**src/rtl/rede_pkg.sv**
```systemverilog
// rede_pkg: shared constants and types for the rede output path.
//   NUBITS       processor output word width (signed)
//   NUIOOU       output slots per frame
//   FCNT_W       width of the pushed-frame counter
//   rede_word_t  one signed output word
//   rede_frame_t one frame of NUIOOU words, slot k at index k
package rede_pkg;
  localparam int NUBITS = 31;
  localparam int NUIOOU = 4;
  localparam int FCNT_W = 16;

  typedef logic signed [NUBITS-1:0] rede_word_t;
  typedef rede_word_t [NUIOOU-1:0] rede_frame_t;
endpackage

```
**src/rtl/rcol_fifo.sv**
```systemverilog
// rcol_fifo: synchronous first-word-fall-through FIFO.
//   clk, rst  clock and synchronous active-high reset
//   i_push    write i_data (caller only pushes when not full, or full with a pop)
//   i_data    write data
//   i_pop     consume the head entry (ignored when empty)
//   o_data    head entry, zero when empty
//   o_empty   no entries
//   o_full    DEPTH entries held
module rcol_fifo #(
  parameter int W     = 124,
  parameter int DEPTH = 2
) (
  input  logic         clk,
  input  logic         rst,
  input  logic         i_push,
  input  logic [W-1:0] i_data,
  input  logic         i_pop,
  output logic [W-1:0] o_data,
  output logic         o_empty,
  output logic         o_full
);
  localparam int AW = (DEPTH > 1) ? $clog2(DEPTH) : 1;

  logic [W-1:0] r_mem [DEPTH];
  // Extra MSB on each pointer separates full from empty when the indices match.
  logic [AW:0]  r_wr_ptr;
  logic [AW:0]  r_rd_ptr;
  logic         w_empty;
  logic         w_full;
  logic         w_pop;

  assign w_empty = (r_wr_ptr == r_rd_ptr);
  assign w_full  = (r_wr_ptr[AW] != r_rd_ptr[AW]) &&
                   (r_wr_ptr[AW-1:0] == r_rd_ptr[AW-1:0]);
  assign w_pop   = i_pop && !w_empty;

  always_ff @(posedge clk) begin
    if (rst) begin
      r_wr_ptr <= '0;
      r_rd_ptr <= '0;
      for (int i = 0; i < DEPTH; i++) r_mem[i] <= '0;
    end else begin
      // When full with a simultaneous pop, the write slot is the head slot;
      // the head is read combinationally this cycle, so overwriting is safe.
      if (i_push) begin
        r_mem[r_wr_ptr[AW-1:0]] <= i_data;
        r_wr_ptr                <= r_wr_ptr + 1'b1;
      end
      if (w_pop) r_rd_ptr <= r_rd_ptr + 1'b1;
    end
  end

  assign o_data  = w_empty ? '0 : r_mem[r_rd_ptr[AW-1:0]];
  assign o_empty = w_empty;
  assign o_full  = w_full;
endmodule

```
**src/rtl/rede_out_collector.sv**
```systemverilog
// rede_out_collector: gathers the rede processor's per-slot output words into
// frames and queues completed frames toward a valid/ready consumer.
//   clk, rst   clock and synchronous active-high reset
//   io_out     signed output word from the processor
//   out_en     one-hot slot write strobe
//   frm_data   head frame, slot k at [k*NUBITS +: NUBITS]
//   frm_valid  frame queue not empty
//   frm_ready  consumer accepts the head frame
//   frm_cnt    frames pushed into the queue, wraps
//   ovf        sticky: a completed frame was dropped on a full queue
//   err        sticky: multi-hot strobe, duplicate slot, or order violation
// Build option RCOL_ORDER_CHECK_EN: slots must arrive 0..NUIOOU-1 in order;
// a violation discards the partial frame (a slot-0 write restarts the frame).
module rede_out_collector #(
  parameter int NUBITS = rede_pkg::NUBITS,
  parameter int NUIOOU = rede_pkg::NUIOOU,
  parameter int FDEPTH = 2
) (
  input  logic                     clk,
  input  logic                     rst,
  input  logic signed [NUBITS-1:0] io_out,
  input  logic [NUIOOU-1:0]        out_en,
  output logic [NUIOOU*NUBITS-1:0] frm_data,
  output logic                     frm_valid,
  input  logic                     frm_ready,
  output logic [15:0]              frm_cnt,
  output logic                     ovf,
  output logic                     err
);
  import rede_pkg::*;

  localparam int IW = (NUIOOU > 1) ? $clog2(NUIOOU) : 1;

  logic [NUBITS-1:0]        r_slot [NUIOOU];
  logic [NUIOOU-1:0]        r_mask;
  logic [FCNT_W-1:0]        r_frm_cnt;
  logic                     r_ovf;
  logic                     r_err;

  logic                     w_onehot;
  logic                     w_multi;
  logic                     w_dup;
  logic [IW-1:0]            w_idx;
  logic [NUIOOU-1:0]        w_mask_upd;
  logic [NUIOOU-1:0]        w_mask_nxt;
  logic                     w_complete;
  logic                     w_err_evt;
  logic [NUIOOU*NUBITS-1:0] w_frame;
  logic                     w_fifo_empty;
  logic                     w_fifo_full;
  logic                     w_pop;
  logic                     w_push_ok;

  assign w_onehot   = (out_en != '0) && ((out_en & (out_en - 1'b1)) == '0);
  assign w_multi    = (out_en != '0) && !w_onehot;
  assign w_dup      = w_onehot && ((r_mask & out_en) != '0);
  assign w_mask_upd = r_mask | out_en;

  always_comb begin
    w_idx = '0;
    for (int k = 0; k < NUIOOU; k++) begin
      if (out_en[k]) w_idx = IW'(k);
    end
  end

`ifdef RCOL_ORDER_CHECK_EN
  logic [IW-1:0] r_exp;
  logic [IW-1:0] w_exp_nxt;
  logic          w_order_bad;

  assign w_order_bad = w_onehot && (w_idx != r_exp);
  assign w_complete  = w_onehot && !w_order_bad && (w_idx == IW'(NUIOOU-1));
  assign w_err_evt   = w_multi || w_dup || w_order_bad;

  always_comb begin
    w_mask_nxt = r_mask;
    w_exp_nxt  = r_exp;
    if (w_complete) begin
      w_mask_nxt = '0;
      w_exp_nxt  = '0;
    end else if (w_order_bad) begin
      // Out-of-order write to slot 0 is treated as the start of a new frame.
      w_mask_nxt = (w_idx == '0) ? out_en : '0;
      w_exp_nxt  = (w_idx == '0) ? IW'(1) : '0;
    end else if (w_onehot) begin
      w_mask_nxt = w_mask_upd;
      w_exp_nxt  = r_exp + 1'b1;
    end
  end

  always_ff @(posedge clk) begin
    if (rst) r_exp <= '0;
    else     r_exp <= w_exp_nxt;
  end
`else
  assign w_complete = w_onehot && (w_mask_upd == '1);
  assign w_err_evt  = w_multi || w_dup;

  always_comb begin
    w_mask_nxt = r_mask;
    if (w_complete)    w_mask_nxt = '0;
    else if (w_onehot) w_mask_nxt = w_mask_upd;
  end
`endif

  // The completing word bypasses its slot register so it lands in the frame
  // pushed on the same edge.
  always_comb begin
    w_frame = '0;
    for (int k = 0; k < NUIOOU; k++) begin
      w_frame[k*NUBITS +: NUBITS] = (w_onehot && out_en[k]) ? io_out : r_slot[k];
    end
  end

  assign w_pop     = !w_fifo_empty && frm_ready;
  assign w_push_ok = w_complete && (!w_fifo_full || w_pop);

  always_ff @(posedge clk) begin
    if (rst) begin
      r_mask    <= '0;
      r_frm_cnt <= '0;
      r_ovf     <= 1'b0;
      r_err     <= 1'b0;
      for (int k = 0; k < NUIOOU; k++) r_slot[k] <= '0;
    end else begin
      r_mask <= w_mask_nxt;
      if (w_onehot)                 r_slot[w_idx] <= io_out;
      if (w_push_ok)                r_frm_cnt     <= r_frm_cnt + 1'b1;
      if (w_complete && !w_push_ok) r_ovf         <= 1'b1;
      if (w_err_evt)                r_err         <= 1'b1;
    end
  end

  rcol_fifo #(
    .W     (NUIOOU*NUBITS),
    .DEPTH (FDEPTH)
  ) u_fifo (
    .clk     (clk),
    .rst     (rst),
    .i_push  (w_push_ok),
    .i_data  (w_frame),
    .i_pop   (w_pop),
    .o_data  (frm_data),
    .o_empty (w_fifo_empty),
    .o_full  (w_fifo_full)
  );

  assign frm_valid = !w_fifo_empty;
  assign frm_cnt   = r_frm_cnt;
  assign ovf       = r_ovf;
  assign err       = r_err;
endmodule

```
**config.mk**
```make
export PLATFORM = sky130hd
export DESIGN_NAME = rede_out_collector
export DESIGN_NICKNAME = d
export VERILOG_FILES = /design/src/rtl/rede_pkg.sv /design/src/rtl/rcol_fifo.sv /design/src/rtl/rede_out_collector.sv
export SDC_FILE = /design/constraint.sdc
export NUM_CORES = 1
export LEC_CHECK = 0
export CAP_MARGIN = 20
export CORE_ASPECT_RATIO = 0.8
export CORE_MARGIN = 2
export CORE_UTILIZATION = 50
export CTS_CLUSTER_SIZE = 8
export DETAILED_ROUTE_END_ITERATION = 10
export MAX_ROUTING_LAYER = met4
export PLACE_DENSITY = 0.74
export SLEW_MARGIN = 10
export SYNTH_ARGS = -nofsm -noshare
export SYNTH_HDL_FRONTEND = slang
export SYNTH_HIERARCHICAL = 1
export SYNTH_SLANG_ARGS = --single-unit
```
**constraint.sdc**
```tcl
create_clock -name clk -period 5.6 [get_ports clk]
set_input_delay 1.12 -clock clk [delete_from_list [all_inputs] [get_ports clk]]
set_output_delay 1.12 -clock clk [all_outputs]
set_load 0.05 [all_outputs]
```
# After elaboration in Yosys (flattened, before gate mapping)

Memory sizes are Yosys's and may differ from the RTL's. A register that Yosys moved wholly into a read port is not among the register bits.
Cells that the tools add are included.

Register bits after elaboration: 26
RAM bits: 372
Memories: 2
Input port bits: 38
Output and inout bits: 143
Word-level logic and storage cells: 68

Bitwise gates (word level): 3
$add $sub $neg: 4
Eq/ne operators: 4
Muxes and demuxes: 24
Reduce and logical (&&, ||, !) cells: 25

Memories:

| name         | words | bits a word | read ports | clocked after memory_dff | write ports | line                     | text |
|---|---|---|---|---|---|---|---|
| u_fifo.r_mem | 2     | 124         | 1          | 1                        | 2           | rcol_fifo.sv:24          | `logic [W-1:0] r_mem [DEPTH];` |
| r_slot       | 4     | 31          | 4          | 0                        | 4           | rede_out_collector.sv:34 | `logic [NUBITS-1:0] r_slot [NUIOOU];` |

Operators with widths:

| cell                                                               | number |
|---|---|
| 124-bit two-way mux                                                | 2 |
| 31-bit two-way mux                                                 | 5 |
| 124-bit OR reduction                                               | 1 |
| 31-bit OR reduction                                                | 1 |
| 16-bit by 1-bit adder with 16-bit output, second input constant    | 1 |
| 1-bit two-way mux                                                  | 14 |
| 1-bit logical AND                                                  | 13 |
| 4-bit bitwise AND                                                  | 2 |
| 4-bit nonzero test                                                 | 2 |
| 2-bit two-way mux                                                  | 3 |
| 2-bit by 1-bit adder with 2-bit output, second input constant      | 2 |
| 4-bit == test, second input constant                               | 1 |
| 1-bit zero test                                                    | 4 |
| 4-bit zero test                                                    | 1 |
| 4-bit bitwise OR                                                   | 1 |
| 4-bit by 1-bit subtractor with 4-bit output, second input constant | 1 |
| 2-bit == test                                                      | 1 |
| 1-bit logical OR                                                   | 2 |
| 2-bit OR reduction                                                 | 1 |
| 1-bit == test                                                      | 1 |
| 1-bit != test                                                      | 1 |

# Logic depth before layout (Yosys ltp)

Depth in word-level cells: 11
Gate-level depth with buffers: 14
Depth with buffers taken out: 8

# Hierarchy

Netlist, hierarchy kept.

By module, submodules not included:

| module             | instances | sequential area each (um^2) | area an instance (um^2) | cells an instance |
|---|---|---|---|---|
| rcol_fifo          | 1         | 7547.2                      | 11352.1                 | 828 |
| rede_out_collector | 1         | 4164.0                      | 7288.2                  | 550 |

# Least setup slack after synthesis

No wires, ideal clock.

Path kind: input-to-reg
Start: input port out_en[1]
End: memory u_fifo.r_mem[1][0] (enable)
Setup slack: -0.364 ns
Buffers on the path: 3
Required time: 5.095 ns
Stages on the path: 8
Data arrival time: 5.459 ns
Library setup time: 0.505 ns
Path through: clkbuf_2 > nor4b_4 > a211oi_2 > clkbuf_1 > buf_2 > nor2_1 > nand2_2 > nand2b_1

RTL lines:

| item        | line                     | text |
|---|---|---|
| from (decl) | rede_out_collector.sv:22 | `input logic [NUIOOU-1:0] out_en,` |
| to (decl)   | rcol_fifo.sv:24          |  |

==> out/results.tsv <==
metric	value	unit
yosysSeqAreaShare	0.628	
cts_tree	built	
die_area	0.0389	sq mm
timing.final.hold_violations	0	
grt_pass1_vias	11300	
timing.max_slew.rel_slack	0.432	
swShare	0.220	
drv.max_cap_violation_count	0	
chipHeight	177	um
setup_viol	0	
finalCritPeriodShare	0.766	
grt_use_total	0.227	
synth_cells	1378	
layout-area-overhead-vs-synth	20.2	%
final.setup.tns	0	ps
switching_power	1.53	mW
synth_area	0.0186	sq mm
slew_at_the_pin_with_the_worst_max_slew_slack	851	ps
worstReg2RegEnd	u_fifo/r_mem[1][98]$_SDFFCE_PN0P_	
startpoint_type	register	
synth-main-ff-cell	sky130_fd_sc_hd__edfxtp_1	
path_clk_slew	50	ps
crit-reg2reg-launch	u_fifo/r_wr_ptr[0]$_SDFFE_PP0P_	
reg2reg_depth	10	
clock_sink_count	399	
grt_max_degree	126	
gp_routability_congestion	0.887	
critPathKind	register to output pin	
comb_power_share	0.076	
critPathTopFamily	buffers and inverters	
postRouteWirelength	42.8	mm
worstPathBufferInverterCount	2	
r2r_setup_slack	2040	ps
post-synth-top-area-fraction	0.599	
cellPowerDensity	310	mW/mm^2
h-tree-depth	2	
overflow	0	
postSynthNetCount	1417	
ioPinCount	181	
timing.fmax	233	MHz
postSynthAreaPerCell	13.5	sq um
post_synth_most_frequent_cells	sky130_fd_sc_hd__edfxtp_1, sky130_fd_sc_hd__and2_1, sky130_fd_sc_hd__nor2_1, sky130_fd_sc_hd__mux2_2, sky130_fd_sc_hd__mux2i_1	
layout_skew	8.54	ps
postSynthRegisterBits	399	
maxSlewViolCount	0	
port-buffer-count	180	
numCtsBuffers	55	
post_synth_num_cell_types	49	
num_antenna_cells	0	
routedWlPerCell	20.8	um
time_the_final_worst_path_needs_with_i_o_delays_and_setup	4290	ps
ctsHoldBuffers	0	
worstPathArrival	3170	ps
synth_area_leader_cell	sky130_fd_sc_hd__edfxtp_1	
post_synth_edffs	372	
placementRows	63	
cell_types_with_the_largest_area_share_after_synthesis	sky130_fd_sc_hd__edfxtp_1, sky130_fd_sc_hd__and2_1, sky130_fd_sc_hd__mux2_2	
dpl_cell_area	0.0209	sq mm
grt_first_pass_wirelength	65.3	mm
rsz0062_at_grt	no	
peakVddDrop	244	uV
initial_utilization	0.505	
dr_total_vias	11100	
cpPeakStageDelay	870	ps
crit_fanout	41	
critPathRequiredTime	4480	ps
core_area	0.0369	sq mm
fraction_of_layout_cells_with_a_size_suffix_above_1	0.154	
worstSetupEndpoint	frm_data[66]	
seq_power_share	0.496	
cts_root_buf	sky130_fd_sc_hd__clkbuf_16	
synth_warnings	6	
place.detailed.hpwl	25.3	mm
crit_path_cell_trace	buf_4 -> mux2i_1 -> nor2_4 -> clkdlybuf4s50_1	
antenna_found_initial	0	
post_route_drc	0	
cts-resized-gates	0	
dr.first_iter.drc_count	918	
nNetsFinal	1587	
finalInstanceArea	0.0224	sq mm
detailedRoute.firstPassIterationCount	5	
run_status	finished, final reports clean	
internal_power	5.41	mW
synthArstFlopShare	0	
clk_path_buf_depth	3	
post-synth-top-count-cell	sky130_fd_sc_hd__edfxtp_1	
clock_insertion_delay_worst_skew	560	ps
leakagePower	7.78	nW
die_width	220	um
route.detailed.vias_per_inst	5.40	
cts_setup_buffers	0	
drtAntennaViolNets	0	
cp_num_cells	4	
timing.critical_path.to_type	output pin	
clkPwrFrac	0.428	
cp_slowest_cell	sky130_fd_sc_hd__dfxtp_4	
min-delay-path-class	register to register	
[metal layers]
layer / vias to the layer above / track usage / wire length, um
met3: 63 / 0.0361 / 2510
met2: 328 / 0.356 / 20200
met4: 0 / 0.0612 / 1010
met5: - / - / 0
met1: 5497 / 0.311 / 19000
li1: 5210 / - / -
[through the flow]
step | cells | worst slack [ps] | hold WS [ps] | util | total power, mW
finish | 2057 | 1310 | 519 | 0.607 | 6.93
CTS | 2056 | 1270 | 513 | 0.607 | 6.98
floorplan | 1378 | 1040 | 481 | - | 3.83
global placement | 1976 | 835 | 502 | 0.565 | 4.01
global route | 2057 | 1140 | 536 | 0.607 | 7.15
detailed placement | 1977 | 949 | 503 | 0.566 | 4.02
[power by group through the flow]
stage               registers [mW]  logic [mW]  clock network (mW)
detailed placement            3.49       0.527                   0
global placement              3.49       0.520                   0
finish                        3.44       0.527                2.97
global route                  3.45       0.564                3.14
floorplan                     3.48       0.341                   0
CTS                           3.44       0.530                3.01
[cell usage in the layout (no fill, tap or decap), types with 12 or more instances in the layout]
cell	synthesis	routed
sky130_fd_sc_hd__a21oi_1	16	16
sky130_fd_sc_hd__and2_1	362	362
sky130_fd_sc_hd__and3_1	14	14
sky130_fd_sc_hd__buf_4	1	18
sky130_fd_sc_hd__clkbuf_1	43	22
sky130_fd_sc_hd__clkbuf_16	0	57
sky130_fd_sc_hd__clkdlybuf4s50_1	0	179
sky130_fd_sc_hd__dfxtp_1	27	26
sky130_fd_sc_hd__edfxtp_1	372	372
sky130_fd_sc_hd__mux2_2	130	130
sky130_fd_sc_hd__mux2i_1	125	125
sky130_fd_sc_hd__nor2_1	135	134
sky130_fd_sc_hd__nor2_4	12	12
[area by class of cell]
class / count / area [sq um]
Fill cell: 2866 / 14500
Tap cell: 487 / 609
Timing Repair Buffer: 204 / 2060
Sequential cell: 399 / 11700
Clock buffer: 79 / 1510
Multi-Input combinational cell: 884 / 6500
Inverter: 4 / 15.0
[worst min path at each step]
stage	slack [ps]	startpoint	endpoint	depth (start not counted)
4_1_cts	510	frm_cnt[4]$_SDFFE_PP0P_	frm_cnt[4]$_SDFFE_PP0P_	2
3_3_place_gp	500	frm_cnt[8]$_SDFFE_PP0P_	frm_cnt[8]$_SDFFE_PP0P_	2
6_report	520	frm_cnt[4]$_SDFFE_PP0P_	frm_cnt[4]$_SDFFE_PP0P_	2
3_5_place_dp	500	frm_cnt[4]$_SDFFE_PP0P_	frm_cnt[4]$_SDFFE_PP0P_	2
2_1_floorplan	480	r_mask[1]$_SDFFE_PP0N_	r_mask[1]$_SDFFE_PP0N_	2
5_1_grt	540	frm_cnt[4]$_SDFFE_PP0P_	frm_cnt[4]$_SDFFE_PP0P_	2
[sequential cells by signal, indices dropped and copies added, names as in the netlist, named ones only]
signal           cells
u_fifo/r_wr_ptr      2
frm_cnt             16
r_slot             124
err                  1
u_fifo/r_mem       248
ovf                  1
u_fifo/r_rd_ptr      2
r_mask               4
[kinds of logic (layout without fill, tap and decap cells)]
group / count (synthesis) / count (layout) / synth area share
AOI/OAI and AO/OA: 38 / 38 / 0.0133
xor gates and xnor gates: 4 / 4 / 0.00188
adders and majority gates: 1 / 1 / 0.000671
buffers and inverters: 95 / 287 / 0.0253
DFF: 399 / 399 / 0.628
muxes: 255 / 255 / 0.146
and+or+nand+nor: 586 / 586 / 0.185
[worst min-delay path: cells and delay by family, from the launching register on]
family             cells  cell delay (ps)
AOI/OAI and AO/OA      2              140
DFF                    1              330
No activity file was read; power rests on OpenSTA's default activity.
==> RTL edit (same flow settings) <==
Build with the macro `RCOL_ORDER_CHECK_EN` defined.
--- a/src/rtl/rede_out_collector.sv
+++ b/src/rtl/rede_out_collector.sv
@@ -12,4 +12,6 @@
 // Build option RCOL_ORDER_CHECK_EN: slots must arrive 0..NUIOOU-1 in order;
 // a violation discards the partial frame (a slot-0 write restarts the frame).
+`define RCOL_ORDER_CHECK_EN
+
 module rede_out_collector #(
   parameter int NUBITS = rede_pkg::NUBITS,
Check against the original RTL: not equivalent (a bounded check fails within 4 cycles, from zero or initial values and one cycle with rst high).
==> RTL edit against the original RTL <==
Global-route usage is 0.47 points higher; setup slack worse by 0.31 ns; sequential cell count is 2 higher; utilization is 0.31 points higher; area after synthesis is 0.52% higher; total power is 2.3% lower; routed wire length is 1.9% higher; cell area is 0.72% higher; register-to-register slack better by 0.19 ns; first-iteration DRC count is 12% higher.
==> RTL edit: results (changes against the original RTL) <==
| Metric | Value |
|---|---|
| Status | finished clean |
| Commonest cells in the netlist | 373 x and2_1, 372 x edfxtp_1, 142 x nor2_1 |
| Logic gate share of total power | 0.047 (-0.029) |
| Clk network pwr share | 0.446 (+0.018) |
| Syn Nets | 1508 (+6.4%) |
| Initial antenna violation count | 2 (+2) |
| Layout cells sized above 1 | 0.121 (-0.0331) |
| Worst-Skew Late Latency | about 0.57 ns |
| Critical path fanouts, max | 38 (-7.3%) |
| Power Sequential | 3430 µW (about the same) |
| Internal power | 5370 µW (-0.74%) |
| CTS buffer count | 56 (+1.8%) |
| Ranking of synthesized cells by area | edfxtp_1 60%, and2_1 12%, mux2i_1 6.7%, mux2_2 5.6%, dfxtp_1 3.1% |
| R2r setup slk | 2.23 ns (+0.19 ns) |
| Worst slack at placement | 1.10 ns (+0.150 ns) |
| Reg clk slew, reported paths | 0.05 ns (about the same) |
| First-pass GRT wire length | 67100 µm (+2.7%) |
| Worst r2r path cells | 9 (-1) |
| WP data arrival | 3.48 ns (+0.31 ns) |
| Vias | 11700 (+5.5%) |
| Vias in the first global route | 11600 (+2.5%) |
| Starting DRT DRC Count | 1029 (+12%) |
| Dpl hpwl | 26800 µm (+5.6%) |
| Seq/Total Area, Yosys | 0.627 (-0.00114) |
| Reg-to-Reg End | u_fifo/r_mem[0][19] |
| WL/cell | 20.3 µm (-2.5%) |
| Final Net Count | 1677 (+5.7%) |
| Critical Path Sink | frm_data[31] |
| Max-slew headroom | 0.407 (-0.0258) |
| Maximum VDD drop | 0.231 mV (-5.4%) |
| Routability cong. | 0.852 (-4.0%) |
| GRT Total Usage | 0.232 (+0.00469) |
| Tmin final | 4.60 ns (+0.309 ns) |
==> RTL edit: routing by layer <==
metal	global-route usage	part of all wire
met5	-	0
met1	0.342	0.46
met3	0.0345	0.069
met2	0.341	0.45
met4	0.0548	0.018
==> RTL edit: worst min path at each step <==
stage	startpoint	end	slack, ns	cells past startpoint
final	r_mask[3]	r_mask[3]	0.43	2
after global routing	r_mask[3]	r_mask[3]	0.45	2
after CTS	r_mask[3]	r_mask[3]	0.43	2
after detailed placement	r_mask[3]	r_mask[3]	0.43	2
after global placement	r_mask[3]	r_mask[3]	0.43	2
after floorplan	r_mask[3]	r_mask[3]	0.41	2
==> RTL edit: cell families (layout without fill, tap and decap cells) <==
| logic type | after synthesis | after routing | synth area share |
|---|---|---|---|
| AOI/OAI and AO/OA | 60 | 60 | 0.0210 |
| and+or+nand+nor | 672 | 672 | 0.195 |
| DFF | 401 | 401 | 0.627 |
| buffers and inverters | 107 | 299 | 0.0286 |
| xor gates and xnor gates | 9 | 9 | 0.00461 |
| other | 0 | 2 | 0 |
| adders and majority gates | 1 | 1 | 0.000668 |
| muxes | 219 | 219 | 0.123 |
==> RTL edit: worst max-delay path: stages (launching register included) <==
cell and delay, ns:
dfxtp_1 0.54, xor2_1 0.18, nor2b_4 0.73, buf_4 0.51
nor2_1 0.19, clkdlybuf4s50_1 0.74
==> RTL edit: layout make-up <==
class	count	area, µm²
Timing Repair Buffer	208	2110
Fill cell	2888	14400
Antenna cell	2	5.00
Tap cell	487	609
Clock buffer	79	1530
Clock inverter	2	25.0
Multi-Input combinational cell	961	6490
Sequential cell	401	11800
Inverter	10	37.5
==> RTL edit: metrics by stage <==
step	area, µm²	instances
finish	22600	2150
global route	22600	2148
CTS	22600	2148
detailed placement	21000	2067
global placement	21000	2066
floorplan	18700	1469
